===== config.mk =====
export PLATFORM = sky130hd
export DESIGN_NAME = tick_timer
export DESIGN_NICKNAME = d
export VERILOG_FILES = /design/src/rtl/timer_pkg.sv /design/src/rtl/tick_timer.sv
export SDC_FILE = /design/constraint.sdc
export NUM_CORES = 1
export LEC_CHECK = 0
export ABC_AREA = 1
export BUFFER_PORTS_ARGS = -buffer_cell sky130_fd_sc_hd__clkbuf_2
export CORE_AREA = 2 2 54 56
export DETAILED_ROUTE_END_ITERATION = 8
export DIE_AREA = 0 0 56 58
export PLACE_DENSITY = 0.72
export SLEW_MARGIN = 5
export SYNTH_ARGS = -nofsm -noshare
export SYNTH_HDL_FRONTEND = slang
export SYNTH_SLANG_ARGS = --single-unit

===== constraint.sdc =====
create_clock -name clk -period 2.1 [get_ports clk]
set_clock_uncertainty 0.1 [all_clocks]
set_input_delay 0.21 -clock clk [delete_from_list [all_inputs] [get_ports clk]]
set_output_delay 0.21 -clock clk [all_outputs]
set_load 0.05 [all_outputs]

===== src/rtl/timer_pkg.sv =====
// Shared types and constants for the tick-driven countdown timer.
package timer_pkg;

    typedef enum logic {
        IDLE = 1'b0,
        RUN  = 1'b1
    } tmr_state_t;

    localparam int unsigned TMR_W = 8;

endpackage


===== src/rtl/tick_timer.sv =====
// Countdown timer advanced by an external tick pulse, with one-shot and
// auto-reload modes and a registered done pulse at terminal count.
module tick_timer
    import timer_pkg::*;
#(
    parameter int unsigned N = TMR_W
) (
    input  logic         clk,
    input  logic         rst,
    input  logic         tick,
    input  logic         start,
    input  logic         stop,
    input  logic         auto_reload,
    input  logic [N-1:0] load_val,
    output logic [N-1:0] count,
    output logic         busy,
    output logic         done
);

    localparam logic [N-1:0] ONE = N'(1);

    tmr_state_t   state, state_n;
    logic [N-1:0] count_n;
    logic [N-1:0] reload_reg, reload_n;
    logic         done_n;

    always_ff @(posedge clk) begin
        if (!rst) state <= IDLE;
        else      state <= state_n;
    end

    always_ff @(posedge clk) begin
        if (!rst) count <= '0;
        else      count <= count_n;
    end

    always_ff @(posedge clk) begin
        if (!rst) reload_reg <= '0;
        else      reload_reg <= reload_n;
    end

    always_ff @(posedge clk) begin
        if (!rst) done <= 1'b0;
        else      done <= done_n;
    end

    // Priority within a cycle is stop > start > tick; start is only honoured in IDLE.
    always_comb begin
        state_n  = state;
        count_n  = count;
        reload_n = reload_reg;
        done_n   = 1'b0;
        unique case (state)
            IDLE: begin
                if (start && !stop) begin
                    if (load_val != '0) begin
                        count_n  = load_val;
                        reload_n = load_val;
                        state_n  = RUN;
                    end else begin
                        count_n = '0;
                        done_n  = 1'b1;
                    end
                end
            end
            RUN: begin
                if (stop) begin
                    state_n = IDLE;
                end else if (tick) begin
                    if (count > ONE) begin
                        count_n = count - ONE;
                    end else if (count == ONE) begin
                        done_n = 1'b1;
                        if (auto_reload) begin
                            count_n = reload_reg;
                        end else begin
                            count_n = '0;
                            state_n = IDLE;
                        end
                    end
                end
            end
            default: state_n = IDLE;
        endcase
    end

    assign busy = (state == RUN);

endmodule


* Word-level counts from Yosys, hierarchy flattened *
Cells that the tools add are included.

word-level totals
  register bits = 18
  bits of input ports = 14

operators by class
  $add $sub $neg = 1
  order comparisons = 1
  equality and inequality tests = 5
  muxes and demuxes = 23
  bitwise gates (word level) = 1
  reductions and logical operators = 5

operators with widths
  cell                   count
  $mux W8                7
  $pmux W8 S2            1
  $mux W1                13
  $eq A8 B1 Y1 const B   1
  $gt A8 B1 Y1 const B   1
  $reduce_bool A8 Y1     1
  $sub A8 B1 Y8 const B  1
  $ne A2 B2 Y1 const B   3
  $pmux W1 S2            2
  $reduce_and A4 Y1      1
  $ne A3 B1 Y1 const B   1
  $reduce_and A3 Y1      1
  $logic_and A1 B1 Y1    1
  $logic_not A1 Y1       1
  $not A1 Y1             1

* Longest topological paths before layout *
Gate-level depths: netlist of the first run.

  word-level depth = 6
  depth in mapped cells = 10
  depth with buffers taken out = 10

* Worst setup path after synthesis of the first run *
OpenSTA, ideal clock, no wires.

  kind = register to register
  start = reg count[0]
  end = reg count[5]
  arrival time = 1.751 ns
  required time = 1.936 ns
  path slack = 0.185 ns
  cell stages (with the launch flop) = 10
  period minus slack after synthesis = 1.915 ns
  cell sequence = dfxtp_1 -> inv_1 -> ha_1 -> o21ai_2 -> inv_2 -> nand2_2 -> nand3_1 -> a21oi_1 -> nor2_1 -> nor2_1

on the way
  longest elaborated chain between the ends = 5

RTL lines
  element                                               RTL line                            source
  start: declaration                                    tick_timer.sv:15                    output logic [N-1:0] count,
  start signal: assignment                              tick_timer.sv:34                    else count <= count_n;
  $sub A8 B1 Y8 / $gt A8 B1 Y1 (equally long branches)  tick_timer.sv:71, tick_timer.sv:70
  $mux W8                                               tick_timer.sv:70                    if (count > ONE) begin
  $mux W8                                               tick_timer.sv:69                    end else if (tick) begin
  $mux W8                                               tick_timer.sv:67                    if (stop) begin
  $pmux W8 S2                                           tick_timer.sv:53                    unique case (state)

Several ways; a longest one is shown, not always the timed one. The select of a mux whose other input is x is not followed.
A chain may end at the register's enable or synchronous reset.

* Worst setup path after layout of the first run *
  start = reg count[0]
  end = reg count[6]

Same word-level chain as after synthesis.

==> qor.yml, run 1 <==
status: "finished clean"
fin_crit_ns: 1.71
hold_buffers: 0
numCtsBuffers: 3
grt_max_degree: 16
area_growth_pct: 12.8
clock_latency_ns: 0.29
syn_avg_cell_area_um2: 6.35
cp.required_ns: 2.20
ir_drop_v: 0.000499
power_leakage_uw: 0.000635
yosys_warnings: 0
synthDistinctLibCells: 24
start_util_pct: 42.9
grt_pass1_wl_um: 4400
num_io_pins: 24
drive_above_1_share_pct: 23.4
dr.first_iter.drc_count: 28
synthCells: 180
hold_viol_final: 0
switching_share_pct: 39.1
yosysTopAreaCell: "dfxtp_1"
syn_area_um2: 1140
finalMaxSlewViolations: 0
hpwlAfterDp_um: 2030
htree_levels: 1
final_cell_mix: "32 x nand2_1, 23 x inv_1, 23 x clkbuf_2, 20 x a21oi_1, 18 x dfxtp_1"
drc: 0
ys_seq_elements: 18
timing.fmax_ghz: 0.586
synth_top_area_share_pct: 31.5
p_comb_share_pct: 35.0
mostFrequentLayoutCell: "nand2_1"
hold_class: "input pin to flip-flop"
crit_chain: "inv_1 -> ha_1 -> nand2_2 -> nor2_2 -> nand3_2 -> nand2_2 -> nand2_4 -> clkinv_1 -> nor2_1 -> a21oi_1"
fin_tns_setup_ns: 0
via_per_inst: 4.90
clk_pin_slew_ns: 0.10
totalWireLength_um: 2520
ant_nets: 0
maxCapViolCount: 0
p_clk_share_pct: 19.8
final_nets: 219
track_usage_pct: 17.0
die-area_um2: 3250
slowest_delay_ns: 0.41
io_buffers: 23
critPathMaxFanout: 14
row_count: 19
clockBufferDepth: 2
die_w_um: 56
antenna_found_initial: 0
synth_area_leaders: "dfxtp_1 32%, nand2_1 11%, a21oi_1 8.8%, inv_1 7.6%, nand3_1 7.0%"
diodes: 0
die_h_um: 58
postCtsSetupBuffers: 0
gp_congestion: 0.834
fin_crit_sh_pct: 81.2
cts_num_sinks: 18
fp.coreArea_um2: 2660
worstMarginPinSlew_ns: 0.448
cts_tree: "built"
setup_viol: 0
slew_headroom_pct: 70.1
path_class: "flip-flop to flip-flop"
vias: 1136
p_switching_uw: 338
wl_per_cell_um: 10.9
cts.repair.resized: 0
grt_pass1_vias: 1024
synth_nets: 196
fin_cells: 232
seqPwrFrac_pct: 45.3
cp_common_cell: "nand2_2"
cts-root-buf: "clkbuf_4"
rsz0062_at_grt: "false"
critPathCaptureType: "flip-flop"
critPathArrivalTime_ns: 1.80
intPower_uw: 527
cp_slowest_cell: "dfxtp_1"
first_pass_iters: 4
worstSetupStartpointType: "flip-flop"
power.density_nw_per_um2: 672
overflow: 0
yosysSeqAreaShare_pct: 31.5
dp_cells: 229
through the flow:
stage          utilization [%]  setup slack (ns)  cell area (um2)  power, uW  hold WS, ns
2_1_floorplan                -             0.185             1140        637        0.248
3_3_place_gp              47.6             0.452             1270        704        0.364
3_5_place_dp              47.6             0.425             1270        702        0.365
4_1_cts                   48.4             0.401             1290        870       0.0626
5_1_grt                   48.4             0.240             1290        927       0.0721
6_report                  48.4             0.394             1290        866       0.0624
cells in the mapped netlist:
library cell / count
nor2_1: 17
clkbuf_1: 3
o21ai_1: 14
nand3_1: 16
nand3_2: 1
nand2_4: 1
inv_1: 23
inv_2: 5
nand2_1: 32
buf_4: 1
a21oi_1: 20
buf_6: 1
a211oi_1: 1
nor2_2: 5
nor3_1: 1
nand4_1: 2
a21oi_2: 1
nor2_4: 2
o21ai_0: 7
ha_1: 2
clkinv_1: 1
dfxtp_1: 18
nand2_2: 5
o21ai_2: 1
layer usage:
layer / vias to the layer above / global-route usage, % / share of wire, %
li1: 624 / - / -
met1: 488 / 23.6 / 50
met2: 19 / 27.1 / 46
met3: 5 / 1.79 / 3.0
met4: 0 / 7.14 / 1.7
met5: - / 0 / 0
cell type report:
type	count	area [um2]
flip-flops and latches	18	360
multi-input cells	128	643
fillers	295	1370
repair buffers	23	115
clock buffers	3	22.5
inverters	29	109
well taps	31	38.8
power groups by stage:
stage	Sequential [uW]	Combinational, uW	Clock (uW)
5_1_grt	396	343	188
3_5_place_dp	400	303	0
6_report	392	303	171
2_1_floorplan	440	197	0
3_3_place_gp	400	304	0
4_1_cts	392	304	174
critical path: cells and delay by family, from the launching register on:
kind                     cells  cell delay, ns
AO/OA/AOI/OAI                1            0.07
AND/OR/NAND/NOR              6            0.55
adder cells (fa/ha/maj)      1            0.27
flip-flops                   1            0.41
buffers and inverters        2            0.20
logic make-up (layout without fill, tap and decap cells):
family / after synthesis / in the layout / synth area share [%]
simple gates: 82 / 82 / 34.0
compound gates: 44 / 44 / 20.2
buf+inv: 34 / 55 / 12.2
flops: 18 / 18 / 31.5
fa+ha+maj: 2 / 2 / 2.19
final timing paths:
check                           slack, ns  depth (start not counted)     startpoint       endpoint
worst min register to register       0.38                          2  reload_reg[5]  reload_reg[5]
worst max-delay path                 0.39                         10       count[0]       count[6]
worst max register to register       0.39                         10       count[0]       count[6]
worst min-delay path                 0.06                          3    load_val[5]  reload_reg[5]
No activity file was read; power rests on OpenSTA's default activity.
==> inputs of run 2 (changes only) <==
--- a/config.mk
+++ b/config.mk
@@ -5,12 +5,12 @@
 export SDC_FILE = /design/constraint.sdc
 export NUM_CORES = 1
 export LEC_CHECK = 0
-export ABC_AREA = 1
+export ABC_AREA = 0
 export BUFFER_PORTS_ARGS = -buffer_cell sky130_fd_sc_hd__clkbuf_2
 export CORE_AREA = 2 2 54 56
 export DETAILED_ROUTE_END_ITERATION = 8
 export DIE_AREA = 0 0 56 58
-export PLACE_DENSITY = 0.72
+export PLACE_DENSITY = 0.74
 export SLEW_MARGIN = 5
 export SYNTH_ARGS = -nofsm -noshare
 export SYNTH_HDL_FRONTEND = slang
==> constraint.sdc (replaced) <==
create_clock -name clk -period 1.51 [get_ports clk]
set_clock_uncertainty 0.1 [all_clocks]
set_input_delay 0.151 -clock clk [delete_from_list [all_inputs] [get_ports clk]]
set_output_delay 0.151 -clock clk [all_outputs]
set_load 0.05 [all_outputs]
==> qor.yml, run 2 <==
top_layer: "met4"  # unchanged
power_leakage_uw: 0.000732  # was 0.000635 uW
overflow: 0  # unchanged
intPower_uw: 947  # was 527 uW
timing.fmax_ghz: 0.505  # was 0.586 GHz
via_per_inst: 5.87  # was 4.90
reg2reg_depth: 4  # was 10
cts-root-buf: "clkbuf_4"  # unchanged
io_buffers: 23  # unchanged
area_growth_pct: 55.1  # was 12.8%
final_area_um2: 1750  # was 1290 um2
fin_cells: 222  # was 232
crit_chain: "or4_4 -> o311a_4 -> o21a_4 -> a32o_2"  # was inv_1 -> ha_1 -> nand2_2 -> nor2_2 -> nand3_2 -> nand2_2 -> nand2_4 -> clkinv_1 -> nor2_1 -> a21oi_1
syn_area_um2: 1130  # was 1140 um2
num_io_pins: 24  # unchanged
gp_congestion: 0.897  # was 0.834
htree_levels: 1  # unchanged
path_class: "flip-flop to flip-flop"  # unchanged
antenna_found_initial: 0  # unchanged
async_flop_share_pct: 0  # unchanged
grt_max_degree: 18  # was 16
crit-reg2reg-capture: "count[7]"  # was count[6]
yosysSeqAreaShare_pct: 31.9  # was 31.5%
ant_nets: 0  # unchanged
ys.flop_type: "dfxtp_1"  # unchanged
placed_cell_area_um2: 1540  # was 1270 um2
mostFrequentLayoutCell: "buf_4"  # was nand2_1
synthCells: 130  # was 180
dp_cells: 212  # was 229
drive_above_1_share_pct: 56.0  # was 23.4%
seqPwrFrac_pct: 36.0  # was 45.3%
critPathArrivalTime_ns: 2.08  # was 1.80 ns
slew_headroom_pct: 63.0  # was 70.1%
worstSetupStartpointType: "flip-flop"  # unchanged
rsz0062_at_grt: "true"  # was false
cp_slowest_cell: "or4_4"  # was dfxtp_1
setup_viol: 10  # was 0
first_pass_iters: 4  # unchanged
start_util_pct: 42.5  # was 42.9%
maxCapViolCount: 0  # unchanged
switching_share_pct: 34.1  # was 39.1%
r2r-start: "count[4]"  # was count[0]
finalMaxSlewViolations: 0  # unchanged
path_delay_family: "compound AO/OA/AOI/OAI gates"  # was simple AND/OR/NAND/NOR gates
die_w_um: 56  # unchanged
ir_drop_v: 0.000652  # was 0.000499 V
clockBufferDepth: 2  # unchanged
wl_per_cell_um: 16.4  # was 10.9 um
row_count: 19  # unchanged
synth_area_leaders: "dfxtp_1 32%, a32o_1 6.2%, nand2_1 5.3%, or2_2 4.4%, a21boi_0 4.0%"  # was dfxtp_1 32%, nand2_1 11%, a21oi_1 8.8%, inv_1 7.6%, nand3_1 7.0%
yosysMostFrequentCell: "dfxtp_1"  # was nand2_1
syn_avg_cell_area_um2: 8.70  # was 6.35 um2
cp_num_cells: 4  # was 10
critPathMaxFanout: 7  # was 14
synth_top_area_share_pct: 31.9  # was 31.5%
totalWireLength_um: 3640  # was 2520 um
critPathCaptureType: "flip-flop"  # unchanged
ys_seq_elements: 18  # unchanged
p_comb_share_pct: 43.1  # was 35.0%
vias: 1304  # was 1136
violations: "setup timing"
route.met3.wl_um: 184  # was 76 um
drc: 0  # unchanged
p_clk_share_pct: 20.9  # was 19.8%
wl_met1_um: 1450  # was 1250 um
die_h_um: 58  # unchanged
cp.required_ns: 1.61  # was 2.20 ns
p_total_uw: 1440  # was 866 uW
worstMarginPinSlew_ns: 0.550  # was 0.448 ns
final_cell_mix: "32 x buf_4, 22 x clkbuf_2, 16 x nand2_1, 10 x dfxtp_1"  # was 32 x nand2_1, 23 x inv_1, 23 x clkbuf_2, 20 x a21oi_1, 18 x dfxtp_1
dp_slack_ns: -0.544  # was 0.425 ns
fp.coreArea_um2: 2660  # unchanged
hold_viol_final: 0  # unchanged
final_nets: 208  # was 219
dr.first_iter.drc_count: 54  # was 28
synth_nets: 146  # was 196
worst_slack_ns: -0.471  # was 0.394 ns
slowest_delay_ns: 0.56  # was 0.41 ns
met2_length_um: 1910  # was 1150 um
r2r_setup_slack_ns: -0.47  # was 0.39 ns
power.density_nw_per_um2: 819  # was 672 nW/um2
grt_pass1_wl_um: 5660  # was 4400 um
fin_crit_sh_pct: 131  # was 81.2%
synth_edf_count: 0  # unchanged
synthTopCellsByCount: "18 x dfxtp_1, 16 x nand2_1, 8 x or2_2"  # was 32 x nand2_1, 23 x inv_1, 20 x a21oi_1
hpwlAfterDp_um: 2580  # was 2030 um
yosysTopAreaCell: "dfxtp_1"  # unchanged
track_usage_pct: 22.2  # was 17.0%
yosys_warnings: 0  # unchanged
synthDistinctLibCells: 44  # was 24
grt_pass1_vias: 1278  # was 1024
clock_latency_ns: 0.30  # was 0.29 ns
status: "complete, but fails checks"  # was finished clean
cts_num_sinks: 18  # unchanged
cts_tree: "built"  # unchanged
path_buf_inv: 0  # was 2
die-area_um2: 3250  # unchanged
diodes: 0  # unchanged
p_switching_uw: 491  # was 338 uW
hold_class: "input pin to flip-flop"  # unchanged
numCtsBuffers: 3  # unchanged
endpoint: "count[7]"  # was count[6]
clk_pin_slew_ns: 0.10  # about the same
fin_crit_ns: 1.98  # was 1.71 ns
critPathLaunch: "count[4]"  # was count[0]
fin_tns_setup_ns: -3.83  # was 0 ns
fill_cells: 207  # was 295
==> run 2: routing by layer <==
layer | global-route usage [%] | vias up
li1 | - | 623
met1 | 27.0 | 619
met2 | 40.7 | 51
met3 | 1.79 | 11
met4 | 9.18 | 0
met5 | 0 | -
==> run 2: layout make-up <==
class	count	area (um2)	share of cell area, %
well taps	31	38.8	2.21
inverters	6	22.5	1.28
clock buffers	4	36.3	2.07
flip-flops and latches	18	383	21.8
multi-input cells	98	812	46.3
repair buffers	65	462	26.3
==> run 2: worst min-delay path by stage <==
stage | startpoint | to | slack, ns | depth (start not counted)
3_3_place_gp | stop | done | 0.26 | 2
3_5_place_dp | stop | done | 0.29 | 2
5_1_grt | load_val[4] | reload_reg[4] | 0.01 | 3
2_1_floorplan | stop | done | 0.13 | 1
6_report | load_val[0] | reload_reg[0] | 0.0006 | 3
4_1_cts | load_val[4] | reload_reg[4] | 0.00007 | 3
==> run 2: power by group through the flow <==
stage / Combinational (uW) / Sequential [uW] / Clock [uW]
floorplan: 258 / 587 / 0
global placement: 517 / 526 / 0
detailed placement: 525 / 527 / 0
CTS: 577 / 517 / 305
global route: 665 / 521 / 316
finish: 620 / 518 / 300
==> run 2: logic make-up (layout without fill, tap and decap cells) <==
kind of cell,count (synthesis),in the layout,share of synthesized area [%]
fa+ha+maj,2,2,2.21
xor+xnor,2,2,1.55
buf+inv,14,75,5.53
mux,1,1,0.885
simple gates,50,50,25.8
compound gates,43,43,32.2
flops,18,18,31.9
==> run 2: tightest hold or removal path, stage by stage <==
cell      delay [ns]
clkbuf_2        0.10
nand2_1         0.05
a21boi_0        0.06
==> run 2: what timing repair did <==
| action | CTS | global route |
|---|---|---|
| gates cloned | 0 | 1 |
| pin swaps | 8 | 6 |
| hold buffers | 2 | 0 |
| gates resized for setup | 16 | 22 |
| endpoints found under the setup margin | 10 | 19 |
| hold endpoints to repair | 2 | 0 |
| buffers inserted | 3 | 1 |
==> run 2: stage by stage <==
| step | util, % | hold WS (ns) |
|---|---|---|
| finish | 65.9 | 0.000648 |
| global route | 65.9 | 0.0103 |
| CTS | 62.6 | 0.0000736 |
| detailed placement | 57.9 | 0.289 |
| global placement | 57.9 | 0.261 |
| floorplan | - | 0.127 |
